### src/rtl/serial_subtractor.sv
// Bit-serial subtractor: captures a, b and bin on start, resolves one bit per
// cycle LSB-first, then presents diff/borrow together with a one-cycle done strobe.
module serial_subtractor #(
  parameter int WIDTH = 4
) (
  input  logic             clk,
  input  logic             rst_n,
  input  logic             start,
  input  logic [WIDTH-1:0] a,
  input  logic [WIDTH-1:0] b,
  input  logic             bin,
  output logic [WIDTH-1:0] diff,
  output logic             borrow,
  output logic             busy,
  output logic             done
);

  localparam int CNT_W = $clog2(WIDTH);
  localparam logic [CNT_W-1:0] LAST = CNT_W'(WIDTH - 1);

  typedef enum logic [1:0] {IDLE, SHIFT, DONE} state_t;

  state_t           state_q, state_d;
  logic [WIDTH-1:0] a_q, a_d;
  logic [WIDTH-1:0] b_q, b_d;
  logic [WIDTH-1:0] acc_q, acc_d;
  logic [WIDTH-1:0] diff_q, diff_d;
  logic             br_q, br_d;
  logic             borrow_q, borrow_d;
  logic [CNT_W-1:0] cnt_q, cnt_d;
  logic             d_bit;
  logic             br_next;

  function automatic logic diff_bit(input logic ai, input logic bi, input logic br);
    return ai ^ bi ^ br;
  endfunction

  function automatic logic borrow_bit(input logic ai, input logic bi, input logic br);
    return (~ai & bi) | (~(ai ^ bi) & br);
  endfunction

  always_comb begin
    state_d  = state_q;
    a_d      = a_q;
    b_d      = b_q;
    acc_d    = acc_q;
    diff_d   = diff_q;
    br_d     = br_q;
    borrow_d = borrow_q;
    cnt_d    = cnt_q;
    d_bit    = diff_bit(a_q[0], b_q[0], br_q);
    br_next  = borrow_bit(a_q[0], b_q[0], br_q);
    case (state_q)
      IDLE: begin
        if (start) begin
          a_d     = a;
          b_d     = b;
          br_d    = bin;
          cnt_d   = '0;
          state_d = SHIFT;
        end
      end
      SHIFT: begin
        // Operands shift right; result bits enter acc from the top so the
        // first (LSB) bit lands in bit 0 after WIDTH shifts.
        a_d   = a_q >> 1;
        b_d   = b_q >> 1;
        br_d  = br_next;
        acc_d = {d_bit, acc_q[WIDTH-1:1]};
        cnt_d = cnt_q + 1'b1;
        if (cnt_q == LAST) begin
          diff_d   = {d_bit, acc_q[WIDTH-1:1]};
          borrow_d = br_next;
          state_d  = DONE;
        end
      end
      DONE: state_d = IDLE;
      default: state_d = IDLE;
    endcase
  end

  always_ff @(posedge clk or negedge rst_n) begin
    if (!rst_n) begin
      state_q  <= IDLE;
      a_q      <= '0;
      b_q      <= '0;
      acc_q    <= '0;
      diff_q   <= '0;
      br_q     <= 1'b0;
      borrow_q <= 1'b0;
      cnt_q    <= '0;
    end else begin
      state_q  <= state_d;
      a_q      <= a_d;
      b_q      <= b_d;
      acc_q    <= acc_d;
      diff_q   <= diff_d;
      br_q     <= br_d;
      borrow_q <= borrow_d;
      cnt_q    <= cnt_d;
    end
  end

  assign busy   = (state_q != IDLE);
  assign done   = (state_q == DONE);
  assign diff   = diff_q;
  assign borrow = borrow_q;

endmodule

### config.mk
export PLATFORM = sky130hd
export DESIGN_NAME = serial_subtractor
export DESIGN_NICKNAME = d
export VERILOG_FILES = /design/src/rtl/serial_subtractor.sv
export SDC_FILE = /design/constraint.sdc
export NUM_CORES = 1
export LEC_CHECK = 0
export ABC_AREA = 1
export BUFFER_PORTS_ARGS = -buffer_cell sky130_fd_sc_hd__buf_2
export CAP_MARGIN = 20
export CORE_AREA = 2 2 55 57
export DETAILED_ROUTE_END_ITERATION = 6
export DIE_AREA = 0 0 57 59
export GPL_ROUTABILITY_DRIVEN = 0
export GPL_TIMING_DRIVEN = 0
export HOLD_SLACK_MARGIN = 0.02
export SYNTH_ARGS = -nofsm -noshare
export SYNTH_HDL_FRONTEND = slang
export SYNTH_SLANG_ARGS = --single-unit
### constraint.sdc
create_clock -name clk -period 2.5 [get_ports clk]
set_clock_uncertainty 0.15 [all_clocks]
set_input_delay 0.5 -clock clk [delete_from_list [all_inputs] [get_ports clk]]
set_output_delay 0.5 -clock clk [all_outputs]
set_load 0.01 [all_outputs]
## After elaboration in Yosys (flattened, before gate mapping)

Cells that the tools add are included.

| cells by class | value |
|---|---|
| add/subtract/negate cells | 1 |
| multipliers | 0 |
| divide/modulo/power cells | 0 |
| order comparisons | 0 |
| equality and inequality tests | 5 |
| shift-type cells | 0 |
| multiplexer cells | 11 |
| bitwise gates (word level) | 7 |
| reduce and logical (&&, ||, !) cells | 6 |

Operators with widths:

| operator | number |
|---|---|
| 4-bit case mux with 2 select lines | 2 |
| 4-bit two-way mux | 2 |
| 2-bit case mux with 2 select lines | 2 |
| 2-bit two-way mux | 3 |
| 2-bit AND reduction | 3 |
| 2-bit equality test, second input constant | 2 |
| 2-bit inequality test, second input constant | 2 |
| 2-bit nonzero test | 2 |
| 2-bit by 1-bit adder with 2-bit output, second input constant | 1 |
| 1-bit AND | 2 |
| 2-bit by 1-bit equality test with 1-bit output, second input constant | 1 |
| 2-bit logical NOT | 1 |
| 1-bit inverter | 2 |
| 1-bit case mux with 2 select lines | 1 |
| 1-bit XOR | 2 |
| 1-bit two-way mux | 1 |
| 1-bit bitwise OR | 1 |

| word-level totals | value |
|---|---|
| flip-flop bits (word level) | 22 |
| bits in latches | 0 |
| RAM bits | 0 |
| ROM bits | 0 |
| output and inout port bits | 7 |
| logic and storage cells | 38 |
| memories kept | 0 |

## Depth between registers and ports, before layout

| depth | value |
|---|---|
| word-level depth | 5 |
| depth in mapped cells | 6 |

## Worst setup path after synthesis

No wires, ideal clock.

| timing path | value |
|---|---|
| path type | flip-flop to output port |
| start | register state_q[0] |
| end | output busy |
| arrival time | 0.763 ns |
| data required time | 1.850 ns |
| path slack | 1.087 ns |
| stages on the path, launching flop included | 4 |
| path buffers | 1 |
| path through | dfrtp_1 -> buf_6 -> nor2_1 -> inv_1 |

| between the ends | value |
|---|---|
| longest elaborated chain between the ends | 1 |

RTL lines:

| element | RTL line | RTL |
|---|---|---|
| start, declared | 23 | `state_t state_q, state_d;` |
| start signal, assigned | 93 | `state_q <= state_d;` |
| 2-bit nonzero test | 104 | `assign busy = (state_q != IDLE);` |
| end, declared | 14 | `output logic busy,` |

No other way between the ends.

## Worst setup path in the final report

Same ends and word-level chain as after synthesis.

==> run metrics <==
All-Layer GR Usage=a little over an eighth; Rel. slew slack=68.5%; CP endpoint kind=output pin; die area=3360 sq um; R2R setup slack=1090 ps; Arr. time, crit path=around 1200 ps; fin crit period=between 1500 and 2000 ps; Starting Density=about 38%; initial DRC count=5; later-pin clock latency in the skew report=about 300 ps; post-cts resize count=0; antenna violations before repair=0; Clock Tree Root=clkbuf_4; post-synthesis sequential element count=21; Final Hold Violating Endpoints=0; crit path kind=reg -> out; run status=completed; PD cells=approximately 1200 nW/um^2; Mapped Avg Cell Area=slightly below 9 sq um; core area=about 2700 sq um; Routed WL=about 1900 microns; Net Switching=about 0.66 mW; sequential fraction of design power=38.8%; cells after synthesis=118; Switching Fraction=roughly 43%; final net count=156; total CTS buffers=3; fmax=528 MHz; Cell Area, Synth=roughly 1000 sq um; post-DP HPWL=1420 microns; DR vias/cell=between 4 and 5; worst setup margin=606 ps; RSZ-0062 raised after global routing=no; Peak supply drop=between 0.6 and 0.7 mV; Leak Pwr=~0.69 nW; Post-Syn Nets=~130; maximum clock path buffer count=2; commonest cells after routing, fill and taps aside=nand2_1, dfrtp_1, inv_1; Setup violations, final=0; H-Tree Depth=1; worst hold path type=in -> reg; largest net degree at the start of global routing=22; P_int=around 0.86 mW; Synth Warn #=0; first-pass GRT wire length=roughly 3600 microns; Wirelength per Cell=between 10 and 15 microns; vias in the first global route=821; DRT Pass-1 Iters=4; CTS tree=yes; most common cell after layout, fill and taps aside=nand2_1; layout cells sized above 1=a little under a third; drt drc=0; DP Worst Slack=940 ps; Horiz. Die Dim=approximately 57 microns; final critical-path share of the clock period=roughly 76%; clock power share=between 10% and 20%; row cnt=19; Slew @ Worst Pin=roughly 470 ps; clock transition time at the flip-flop clock pins of the worst setup and hold paths=between 100 and 150 ps; WP data required=between 1500 and 2000 ps; post-route ant nets=0; Die H=about 59 microns; combinational power share=about half; sequential share of the synthesized area=about half; antenna cells=0; Layout area overhead=16.2%; grt ovf=0; Setup Total Neg Slack=0 ps; fillers=around 310; # Max-Cap Violations=0; CTS sink cnt=21; synth unique cells=20; Final Slew Violations=0; Worst Setup Start Kind=register; crit path max fanout=10; I/O Buffers=18; I/O Pins=19; total number of vias=a little under 800
## final cells by class
type                    instances  area [sq um]  share of cell area, %
clock buffers                   3          22.5                   1.86
inverters                      23          88.8                   7.34
plain buffers                   3          30.0                   2.48
well taps                      31          38.8                   3.21
clock inverters                 1          7.51                  0.620
repair buffers                 19           100                   8.27
multi-input cells              71           397                   32.8
flip-flops and latches         21           526                   43.4
## flip-flops by register name, indices dropped and copies added (netlist names)
| register | count |
|---|---|
| a_q | 4 |
| b_q | 4 |
| diff | 4 |
| acc_q | 3 |
| cnt_q | 2 |
| state_q | 2 |
| borrow | 1 |
| br_q | 1 |
## repair_timing
item | in CTS | in global routing
endpoints found under the hold margin | 21 | 0
hold buffers | 1 | 0
setup buffers | 0 | 0
setup endpoints to repair | 0 | 0
## stage by stage
| stage | hold slack [ps] | cell area (sq um) | util [%] | total power [mW] | cells |
|---|---|---|---|---|---|
| floorplan | 54.4 | 1040 | - | 1.17 | 118 |
| global placement | 310 | 1170 | 43.2 | 1.34 | 167 |
| detailed placement | 316 | 1170 | 43.2 | 1.37 | 167 |
| CTS | 282 | 1210 | 44.6 | 1.54 | 172 |
| global route | 288 | 1210 | 44.6 | 1.67 | 172 |
| finish | 291 | 1210 | 44.6 | 1.51 | 172 |
## power groups by stage
stage	Clock, mW	Sequential, mW	Combinational, mW
6_report	0.163	0.587	0.761
4_1_cts	0.174	0.590	0.779
3_5_place_dp	0	0.597	0.774
2_1_floorplan	0	0.595	0.575
3_3_place_gp	0	0.589	0.755
5_1_grt	0.189	0.607	0.877
## per-layer routing
metal,up-vias,GRT usage (%),part of all wire (%)
met4,0,1.99,0.63
met1,353,17.6,48
li1,399,-,-
met3,2,4.15,5.4
met2,18,22.7,46
met5,-,0,0
## synthesized netlist by cell type, drive strengths merged
cell,n,area share [%]
nand2,44,18
inv,23,8.5
dfrtp,21,50
buf,3,2.9
fa,1,1.9
ha,1,1.2
nand3,10,8.2
o21ai,9,5.0
a21oi,2,2.0
nor2,4,1.7
## critical path: stages, from the launching register on
cell and delay, ps:
dfrtp_1 430, buf_6 150, nor2_1 170, inv_1 50, buf_2 130
## kinds of logic after synthesis
kind of cell    after synthesis  share of synthesized area [%]
simple gates                 58                           27.9
buf+inv                      26                           11.4
flops                        21                           50.5
compound gates               11                           7.09
fa+ha+maj                     2                           3.12
## path summary, 6_finish.rpt
check,startpoint,endpoint,cells after the start
max in group asynchronous,rst_n,a_q[0],2
hold reg to reg,br_q,br_q,2
setup reg to reg,a_q[0],acc_q[3],3
hold / removal,a[3],a_q[3],3
min in group asynchronous,rst_n,acc_q[1],2
setup / recovery,state_q[0],busy,4
(Power assumes the default switching activity.)
